[config.mk]
export PLATFORM = sky130hd
export DESIGN_NAME = float_mul_arbiter_flat
export DESIGN_NICKNAME = d
export VERILOG_FILES = /design/src/rtl/float_mul_arbiter_if.sv /design/src/rtl/float_mul_arbiter.sv /design/src/flat_wrapper.sv
export SDC_FILE = /design/constraint.sdc
export NUM_CORES = 1
export LEC_CHECK = 0
export BUFFER_PORTS_ARGS = -buffer_cell sky130_fd_sc_hd__buf_2
export CORE_AREA = 2 2 152 154
export CTS_CLUSTER_SIZE = 24
export DETAILED_ROUTE_END_ITERATION = 10
export DIE_AREA = 0 0 154 156
export PLACE_DENSITY = 0.59
export RECOVER_POWER = 100
export SYNTH_ARGS = -nofsm -noshare
export SYNTH_HDL_FRONTEND = slang
export SYNTH_SLANG_ARGS = --single-unit
[constraint.sdc]
create_clock -name clk -period 5.01 [get_ports clk]
set_input_delay 0.501 -clock clk [delete_from_list [all_inputs] [get_ports clk]]
set_output_delay 0.501 -clock clk [all_outputs]
set_load 0.01 [all_outputs]
[src/rtl/float_mul_arbiter_if.sv]
// Request/response bundle between execution units, the arbiter and the shared float multiplier core.
interface float_mul_arbiter_if #(
    parameter int unsigned NUM_REQ     = 4,
    parameter int unsigned float_width = 32
);
    logic [NUM_REQ-1:0]             req;
    logic [NUM_REQ*float_width-1:0] a;
    logic [NUM_REQ*float_width-1:0] b;
    logic [NUM_REQ-1:0]             ack;
    logic [float_width-1:0]         out;
    logic                           resp_err;
    logic                           core_req;
    logic [float_width-1:0]         core_a;
    logic [float_width-1:0]         core_b;
    logic                           core_ack;
    logic [float_width-1:0]         core_out;

    modport master (
        output req, a, b, core_ack, core_out,
        input  ack, out, resp_err, core_req, core_a, core_b
    );

    modport slave (
        input  req, a, b, core_ack, core_out,
        output ack, out, resp_err, core_req, core_a, core_b
    );
endinterface

[src/rtl/float_mul_arbiter.sv]
// Round-robin arbiter sharing one multi-cycle float multiplier among NUM_REQ requesters.
// Optional WAIT watchdog enabled by defining FLOAT_MUL_ARB_TIMEOUT_EN.
module float_mul_arbiter #(
    parameter int unsigned NUM_REQ        = 4,
    parameter int unsigned TIMEOUT_CYCLES = 64,
    parameter int unsigned float_width    = 32
) (
    input logic                clk,
    input logic                rst_n,
    float_mul_arbiter_if.slave bus
);
    localparam int unsigned IDX_W = $clog2(NUM_REQ);

    if (NUM_REQ < 2 || TIMEOUT_CYCLES < 2) begin : g_param_check
        $error("float_mul_arbiter: NUM_REQ and TIMEOUT_CYCLES must be >= 2");
    end

    typedef enum logic [1:0] {IDLE, WAIT, RESP} state_t;

    state_t                 state_q, state_d;
    logic [IDX_W-1:0]       rr_ptr_q, rr_ptr_d;
    logic [IDX_W-1:0]       grant_q, grant_d;
    logic [NUM_REQ-1:0]     ack_q, ack_d;
    logic [float_width-1:0] out_q, out_d;
    logic                   core_req_q, core_req_d;
    logic [float_width-1:0] core_a_q, core_a_d;
    logic [float_width-1:0] core_b_q, core_b_d;

    logic                   win_found;
    logic [IDX_W-1:0]       win_idx;
    logic [IDX_W-1:0]       cand;
    logic [float_width-1:0] win_a, win_b;

`ifdef FLOAT_MUL_ARB_TIMEOUT_EN
    localparam int unsigned WD_W = $clog2(TIMEOUT_CYCLES);

    logic [WD_W-1:0] wd_cnt_q, wd_cnt_d;
    logic            resp_err_q, resp_err_d;
    logic            wd_expired;

    assign wd_expired = (wd_cnt_q == WD_W'(TIMEOUT_CYCLES - 1));
`endif

    // First requester at or after rr_ptr, wrapping modulo NUM_REQ.
    always_comb begin
        win_found = 1'b0;
        win_idx   = '0;
        cand      = '0;
        for (int unsigned i = 0; i < NUM_REQ; i++) begin
            cand = IDX_W'((32'(rr_ptr_q) + i) % NUM_REQ);
            if (!win_found && bus.req[cand]) begin
                win_found = 1'b1;
                win_idx   = cand;
            end
        end
    end

    always_comb begin
        win_a = '0;
        win_b = '0;
        for (int unsigned i = 0; i < NUM_REQ; i++) begin
            if (win_idx == IDX_W'(i)) begin
                win_a = bus.a[i*float_width +: float_width];
                win_b = bus.b[i*float_width +: float_width];
            end
        end
    end

    always_comb begin
        state_d    = state_q;
        rr_ptr_d   = rr_ptr_q;
        grant_d    = grant_q;
        ack_d      = ack_q;
        out_d      = out_q;
        core_req_d = core_req_q;
        core_a_d   = core_a_q;
        core_b_d   = core_b_q;
`ifdef FLOAT_MUL_ARB_TIMEOUT_EN
        wd_cnt_d   = wd_cnt_q;
        resp_err_d = resp_err_q;
`endif
        unique case (state_q)
            IDLE: begin
                if (win_found) begin
                    grant_d    = win_idx;
                    core_a_d   = win_a;
                    core_b_d   = win_b;
                    core_req_d = 1'b1;
                    rr_ptr_d   = (32'(win_idx) == NUM_REQ - 1) ? '0 : win_idx + 1'b1;
                    state_d    = WAIT;
`ifdef FLOAT_MUL_ARB_TIMEOUT_EN
                    wd_cnt_d   = '0;
`endif
                end
            end
            WAIT: begin
                core_req_d = 1'b0;
                // A core_ack coinciding with watchdog expiry is treated as a normal completion.
                if (bus.core_ack) begin
                    out_d          = bus.core_out;
                    ack_d          = '0;
                    ack_d[grant_q] = 1'b1;
                    state_d        = RESP;
                end
`ifdef FLOAT_MUL_ARB_TIMEOUT_EN
                else if (wd_expired) begin
                    out_d          = float_width'(32'h7fc0_0000);
                    resp_err_d     = 1'b1;
                    ack_d          = '0;
                    ack_d[grant_q] = 1'b1;
                    state_d        = RESP;
                end else begin
                    wd_cnt_d = wd_cnt_q + 1'b1;
                end
`endif
            end
            RESP: begin
                ack_d   = '0;
                out_d   = '0;
                state_d = IDLE;
`ifdef FLOAT_MUL_ARB_TIMEOUT_EN
                resp_err_d = 1'b0;
`endif
            end
            default: state_d = IDLE;
        endcase
    end

    always_ff @(posedge clk) begin
        if (!rst_n) begin
            state_q    <= IDLE;
            rr_ptr_q   <= '0;
            grant_q    <= '0;
            ack_q      <= '0;
            out_q      <= '0;
            core_req_q <= 1'b0;
            core_a_q   <= '0;
            core_b_q   <= '0;
`ifdef FLOAT_MUL_ARB_TIMEOUT_EN
            wd_cnt_q   <= '0;
            resp_err_q <= 1'b0;
`endif
        end else begin
            state_q    <= state_d;
            rr_ptr_q   <= rr_ptr_d;
            grant_q    <= grant_d;
            ack_q      <= ack_d;
            out_q      <= out_d;
            core_req_q <= core_req_d;
            core_a_q   <= core_a_d;
            core_b_q   <= core_b_d;
`ifdef FLOAT_MUL_ARB_TIMEOUT_EN
            wd_cnt_q   <= wd_cnt_d;
            resp_err_q <= resp_err_d;
`endif
        end
    end

    assign bus.ack      = ack_q;
    assign bus.out      = out_q;
    assign bus.core_req = core_req_q;
    assign bus.core_a   = core_a_q;
    assign bus.core_b   = core_b_q;
`ifdef FLOAT_MUL_ARB_TIMEOUT_EN
    assign bus.resp_err = resp_err_q;
`else
    assign bus.resp_err = 1'b0;
`endif

endmodule
[src/flat_wrapper.sv]
// flat-port wrapper written by rule: the top's interface ports become plain ports
module float_mul_arbiter_flat 
#(
    parameter int unsigned NUM_REQ        = 4,
    parameter int unsigned TIMEOUT_CYCLES = 64,
    parameter int unsigned float_width    = 32
)
  (clk, rst_n, bus_req, bus_a, bus_b, bus_core_ack, bus_core_out, bus_ack, bus_out, bus_resp_err, bus_core_req, bus_core_a, bus_core_b);
  float_mul_arbiter_if #(.NUM_REQ(NUM_REQ), .float_width(float_width)) bus_i ();
  input logic clk;
  input logic rst_n;
  input wire logic [$bits(bus_i.req)-1:0] bus_req;
  input wire logic [$bits(bus_i.a)-1:0] bus_a;
  input wire logic [$bits(bus_i.b)-1:0] bus_b;
  input wire logic [$bits(bus_i.core_ack)-1:0] bus_core_ack;
  input wire logic [$bits(bus_i.core_out)-1:0] bus_core_out;
  output wire logic [$bits(bus_i.ack)-1:0] bus_ack;
  output wire logic [$bits(bus_i.out)-1:0] bus_out;
  output wire logic [$bits(bus_i.resp_err)-1:0] bus_resp_err;
  output wire logic [$bits(bus_i.core_req)-1:0] bus_core_req;
  output wire logic [$bits(bus_i.core_a)-1:0] bus_core_a;
  output wire logic [$bits(bus_i.core_b)-1:0] bus_core_b;
  assign bus_i.req = bus_req;
  assign bus_i.a = bus_a;
  assign bus_i.b = bus_b;
  assign bus_i.core_ack = bus_core_ack;
  assign bus_i.core_out = bus_core_out;
  assign bus_ack = bus_i.ack;
  assign bus_out = bus_i.out;
  assign bus_resp_err = bus_i.resp_err;
  assign bus_core_req = bus_i.core_req;
  assign bus_core_a = bus_i.core_a;
  assign bus_core_b = bus_i.core_b;
  float_mul_arbiter #(.NUM_REQ(NUM_REQ), .TIMEOUT_CYCLES(TIMEOUT_CYCLES), .float_width(float_width)) u_core (.clk(clk), .rst_n(rst_n), .bus(bus_i));
endmodule
Word level (Yosys, flattened, before mapping):

Cells that the tools add are included.

* flip-flop bits (word level): 107
* input bits: 295
* logic and storage cells: 76

* $add $sub $neg: 4
* $lt $le $gt $ge: 6
* equal/unequal tests: 7
* mux-type cells: 36
* reductions and logical operators: 15

Operator list (number)
* $mux 32: 9
* $pmux 32 s2: 1
* $lt 2x3->1 const B: 5
* $mux 2: 7
* $mux 1: 10
* $bmux 1 s2: 4
* $pmux 4 s2: 1
* $reduce_and 2->1: 4
* $eq 2x2->1 const B: 3
* $add 2x1->2 const B: 2
* $add 2x2->2 const B: 2
* $eq 2x1->1 const B: 2
* $logic_and 1x1->1: 4
* $logic_not 2->1: 2
* $mux 4: 1
* $pmux 2 s2: 1
* $reduce_bool 2->1: 2
* $logic_not 1->1: 3
* $demux 1 s2: 1
* $ge 2x1->1 const B: 1
* $ne 2x1->1 const B: 1
* $ne 2x2->1 const B: 1
* $pmux 1 s2: 1

Depth between registers and ports, before layout:

* word-level depth: 17
* depth in mapped cells: 11

Least setup slack after synthesis:

OpenSTA, ideal clock, no wires.

* path type: input to register
* start: input bus_req[2]
* end: register u_core.core_a_q[10], in the netlist u_core.bus.core_a[10]
* library setup time: 122 ps
* arrival time: 2184 ps
* required time: 4888 ps
* path slack: 2704 ps
* stages on the path: 11
* path buffers: 2
* cell sequence: inv_1 o22ai_1 o21a_1 or3_1 ha_1 nor2b_1 buf_4 buf_4 a221oi_1 a211o_1 a31oi_1

* word-level cells in the longest chain between the ends: 17
* elaborated cells on any way between the ends: 31

Ends and longest elaborated chain
* start: declaration: RTL line flat_wrapper.sv:12 `input wire logic [$bits(bus_i.req)-1:0] bus_req;`
* $bmux 1 s2: RTL line float_mul_arbiter.sv:51 `if (!win_found && bus.req[cand]) begin`
* $mux 1 (not written as such): RTL line float_mul_arbiter.sv:51
* $mux 1: RTL line float_mul_arbiter.sv:51
* $logic_not 1->1: RTL line float_mul_arbiter.sv:51
* $logic_and 1x1->1: RTL line float_mul_arbiter.sv:51
* $mux 1: RTL line float_mul_arbiter.sv:51
* $logic_not 1->1: RTL line float_mul_arbiter.sv:51
* $logic_and 1x1->1: RTL line float_mul_arbiter.sv:51
* $mux 1: RTL line float_mul_arbiter.sv:51
* $logic_not 1->1: RTL line float_mul_arbiter.sv:51
* $logic_and 1x1->1: RTL line float_mul_arbiter.sv:51
* $mux 2: RTL line float_mul_arbiter.sv:51
* $logic_not 2->1: RTL line float_mul_arbiter.sv:62 `if (win_idx == IDX_W'(i)) begin`
* $mux 32 (4 in a row): RTL line float_mul_arbiter.sv:62
* end signal: assignment: RTL line float_mul_arbiter.sv:150 `core_a_q <= core_a_d;`
* end: declaration: RTL line float_mul_arbiter.sv:26 `logic [float_width-1:0] core_a_q, core_a_d;`

Parallel ways exist; a longest one is shown, timed or not. The select of a mux whose other input is x is not followed.
A chain may end at the register's enable or synchronous reset.

Final worst setup path:

* start: register u_core.rr_ptr_q[0]
* end: register u_core.core_b_q[10], in the netlist u_core.bus.core_b[10]

* word-level cells in the longest chain between the ends: 17
* elaborated cells on any way between the ends: 34

Ends and longest elaborated chain
* start: declaration: RTL line float_mul_arbiter.sv:21 `logic [IDX_W-1:0] rr_ptr_q, rr_ptr_d;`
* start signal: assignment: RTL line float_mul_arbiter.sv:145 `rr_ptr_q <= rr_ptr_d;`
* branches (longest 11 deep; another with $add 2x1->2)
* $mux 2 (*): RTL line float_mul_arbiter.sv:51
* named net u_core.win_idx[0]: RTL line float_mul_arbiter.sv:30 `logic [IDX_W-1:0] win_idx;`
* $logic_not 2->1: RTL line float_mul_arbiter.sv:62
* $mux 32 (3 in a row): RTL line float_mul_arbiter.sv:62
* $mux 32 (*): RTL line float_mul_arbiter.sv:62
* end signal: assignment: RTL line float_mul_arbiter.sv:151 `core_b_q <= core_b_d;`
* end: declaration: RTL line float_mul_arbiter.sv:27 `logic [float_width-1:0] core_b_q, core_b_d;`

Mark *: on every way through the listed nets, which the timed path passes. The select of a mux whose other input is x is not followed.

==> impl_metrics.env <==
export IMPL_area_delta_synth_final_pct=40.4
export IMPL_grt_start_max_net_pins=136
export IMPL_violations="capacitance limit, slew limit"
export IMPL_cts_root_buf="clkbuf_16"
export IMPL_cp_cell_sequence="o22ai_1, o21a_1, nor3_1, ha_1, clkbuf_2, a221oi_1, a211o_1, a31oi_1"
export IMPL_final_layout_size_suffix_gt1_share_pct=32.0
export IMPL_numCtsBuffers=9
export IMPL_tns_ns=0
export IMPL_peakVddDrop_v=0.000139
export IMPL_fp_coreArea_mm2=0.0224
export IMPL_startpoint="u_core.rr_ptr_q[0]"
export IMPL_synth_most_common_cell="dfxtp_1"
export IMPL_ys_ff_latch=107
export IMPL_dieWidth_um=154
export IMPL_async_flop_share_pct=0
export IMPL_place_gp_congestion=0.872
export IMPL_drt_first_iter_violations=399
export IMPL_max_freq_ghz=0.272
export IMPL_seq_area_frac_synth_pct=38.8
export IMPL_hp_start="bus_core_out[7]"
export IMPL_p_sw_mw=1.04
export IMPL_power_leakage_nw=3.54
export IMPL_n_antenna_cell=0
export IMPL_power_share_clock_pct=26.4
export IMPL_holdBufCountCts=0
export IMPL_drc_errors=0
export IMPL_yosysTopAreaCellShare_pct=38.8
export IMPL_vias=6485
export IMPL_internal_power_mw=1.79
export IMPL_synth_cells=658
export IMPL_synth_nets=957
export IMPL_status="complete, but fails checks"
export IMPL_dpl_hpwl_um=15300
export IMPL_synth_top_area_cell="dfxtp_1"
export IMPL_die_area_mm2=0.0240
export IMPL_slew_headroom_pct=-21.2
export IMPL_crit_fanout=65
export IMPL_slowest_stage="clkbuf_2"
export IMPL_synthFlopType="dfxtp_1"
export IMPL_initial_core_util_pct=24.7
export IMPL_grt_pass1_wl_um=32200
export IMPL_wl_per_cell_um=16.5
export IMPL_crit_path_start_kind="flop"
export IMPL_max_cap_violations=4
export IMPL_critPathRequiredTime_ns=5.29
export IMPL_slowest_delay_ns=1.09
export IMPL_clock_skew_ns=0.0133
export IMPL_portBuffers=395
export IMPL_finalCritPeriodShare_pct=73.3
export IMPL_clk_path_buf_depth=2
export IMPL_comb_power_share_pct=37.5
export IMPL_cts_sinks=107
export IMPL_cts_tree="done"
export IMPL_pwr_density_cell_mw_per_mm2=364
export IMPL_nets=1297
export IMPL_arrival_ns=3.95
export IMPL_switching_share_pct=36.8
export IMPL_rsz0062_at_grt="no"
export IMPL_path_clk_slew_ns=0.09
export IMPL_grt_use_total_pct=16.8
export IMPL_hp_class="input port to flop"
export IMPL_synthDistinctLibCells=35
export IMPL_cts_setup_buffers=0
export IMPL_overflow=0
export IMPL_fin_cells=1288
export IMPL_htree_levels=3
export IMPL_num_rows=55
export IMPL_min_period_ns=3.67
export IMPL_grt_pass1_vias=6167
export IMPL_clock_latency_ns=0.36
export IMPL_critical_path_class="flop to flop"
export IMPL_grt_antenna_before_repair=0
export IMPL_cp_end_kind="flop"
export IMPL_seqPwrFrac_pct=36.2
export IMPL_final_util_pct=34.7
export IMPL_syn_area_per_cell_um2=8.40
export IMPL_die_h_um=156
export IMPL_tightest_slew_ns=1.82
export IMPL_setup_viol=0
export IMPL_boundaryPins=397
export IMPL_via_per_inst=5.03
export IMPL_placed_cells=1272
export IMPL_ant_nets=0
export IMPL_wl_um=21200
export IMPL_ys_warnings_count=0
export IMPL_netlist_top_cells_count="dfxtp_1, nand2_1, inv_1"
export IMPL_finalMaxSlewViolations=178
export IMPL_cts_repair_resized=0
export IMPL_synth_edf_count=0
export IMPL_synth_top_cells_by_area="dfxtp_1, a211o_1, a221oi_1, a31oi_1, a22o_1"
export IMPL_hold_violations=0
export IMPL_p_total_mw=2.83
export IMPL_firstDrtPassIters=5
export IMPL_r2r_start="u_core.rr_ptr_q[0]"
export IMPL_syn_area_mm2=0.00553
==> stage by stage <==
step | area (um^2) | setup WS [ns] | hold slack (ns)
after floorplan | 5530 | 2.70 | 0.481
after global placement | 7590 | 1.61 | 0.452
after detailed placement | 7590 | 1.59 | 0.454
after CTS | 7910 | 1.89 | 0.333
after global routing | 7760 | 0.913 | 0.331
final | 7760 | 1.34 | 0.350
==> layout by cell type, fill, tap and decap left out, drive strengths merged, types with 2 or more instances in the layout <==
| master | synthesis | final |
|---|---|---|
| buf | 36 | 297 |
| clkbuf | 37 | 114 |
| dfxtp | 107 | 107 |
| inv | 70 | 73 |
| nand2 | 71 | 71 |
| o21ai | 67 | 67 |
| a221oi | 63 | 63 |
| a211o | 63 | 63 |
| a31oi | 63 | 63 |
| a22o | 32 | 32 |
| a21oi | 10 | 10 |
| nor2 | 6 | 6 |
| o22ai | 4 | 4 |
| clkinv | 0 | 4 |
| ha | 4 | 4 |
| nor3 | 3 | 3 |
| nor2b | 3 | 3 |
| nor3b | 2 | 2 |
| nand3 | 2 | 2 |
| o221a | 2 | 2 |
| a22oi | 2 | 2 |
| and2 | 2 | 2 |
==> final cells by class <==
class / instances / area (um^2)
timing repair buffer: 402 / 1930
fill: 2451 / 14600
clock buffer: 9 / 225
multi-input combinational: 408 / 2760
clock inverter: 7 / 88.8
tap: 285 / 357
inverter: 70 / 263
sequential: 107 / 2140
==> worst max-delay path: cells and delay by family, from the launching register on <==
family	cells	cell delay, ns
AO/OA/AOI/OAI	5	1.29
buffers and inverters	1	1.09
AND/OR/NAND/NOR	1	0.35
flip-flops	1	0.46
adder cells (fa/ha/maj)	1	0.30
==> state kept, by name, summed over array words and instances (netlist names) <==
| signal | flops |
|---|---|
| u_core.bus.ack | 4 |
| u_core.bus.core_a | 32 |
| u_core.bus.core_b | 32 |
| u_core.bus.core_req | 1 |
| u_core.bus.out | 32 |
| u_core.grant_q | 2 |
| u_core.rr_ptr_q | 2 |
| u_core.state_q | 2 |
==> logic make-up after synthesis <==
family	Yosys count	share of synthesized area (%)
flip-flops	107	38.8
other	1	0.0678
AND/OR/NAND/NOR	93	7.47
multiplexers	1	0.181
AO/OA/AOI/OAI	309	40.7
buffers and inverters	143	11.9
adder cells (fa/ha/maj)	4	0.905
==> routing by layer <==
layer	GRT usage [%]	part of all wire (%)	up-vias
met4	5.43	2.0	0
met5	0	0	-
met3	3.69	7.1	34
met1	19.8	41	3016
li1	-	-	3141
met2	30.2	50	294
==> final timing paths <==
kind / to / slack (ns) / depth (start not counted)
max: u_core.bus.core_b[10] / 1.34 / 8
min reg2reg: u_core.bus.out[3] / 0.48 / 1
max reg2reg: u_core.bus.core_b[10] / 1.34 / 8
min: u_core.bus.out[7] / 0.35 / 2
==> power by group through the flow <==
stage	Clock [mW]	Sequential, mW	Combinational [mW]
after global routing	0.804	1.04	1.17
final	0.745	1.02	1.06
after global placement	0	1.04	1.09
after CTS	0.777	1.02	1.10
after floorplan	0	1.09	0.680
after detailed placement	0	1.04	1.09
(Power assumes the default switching activity.)
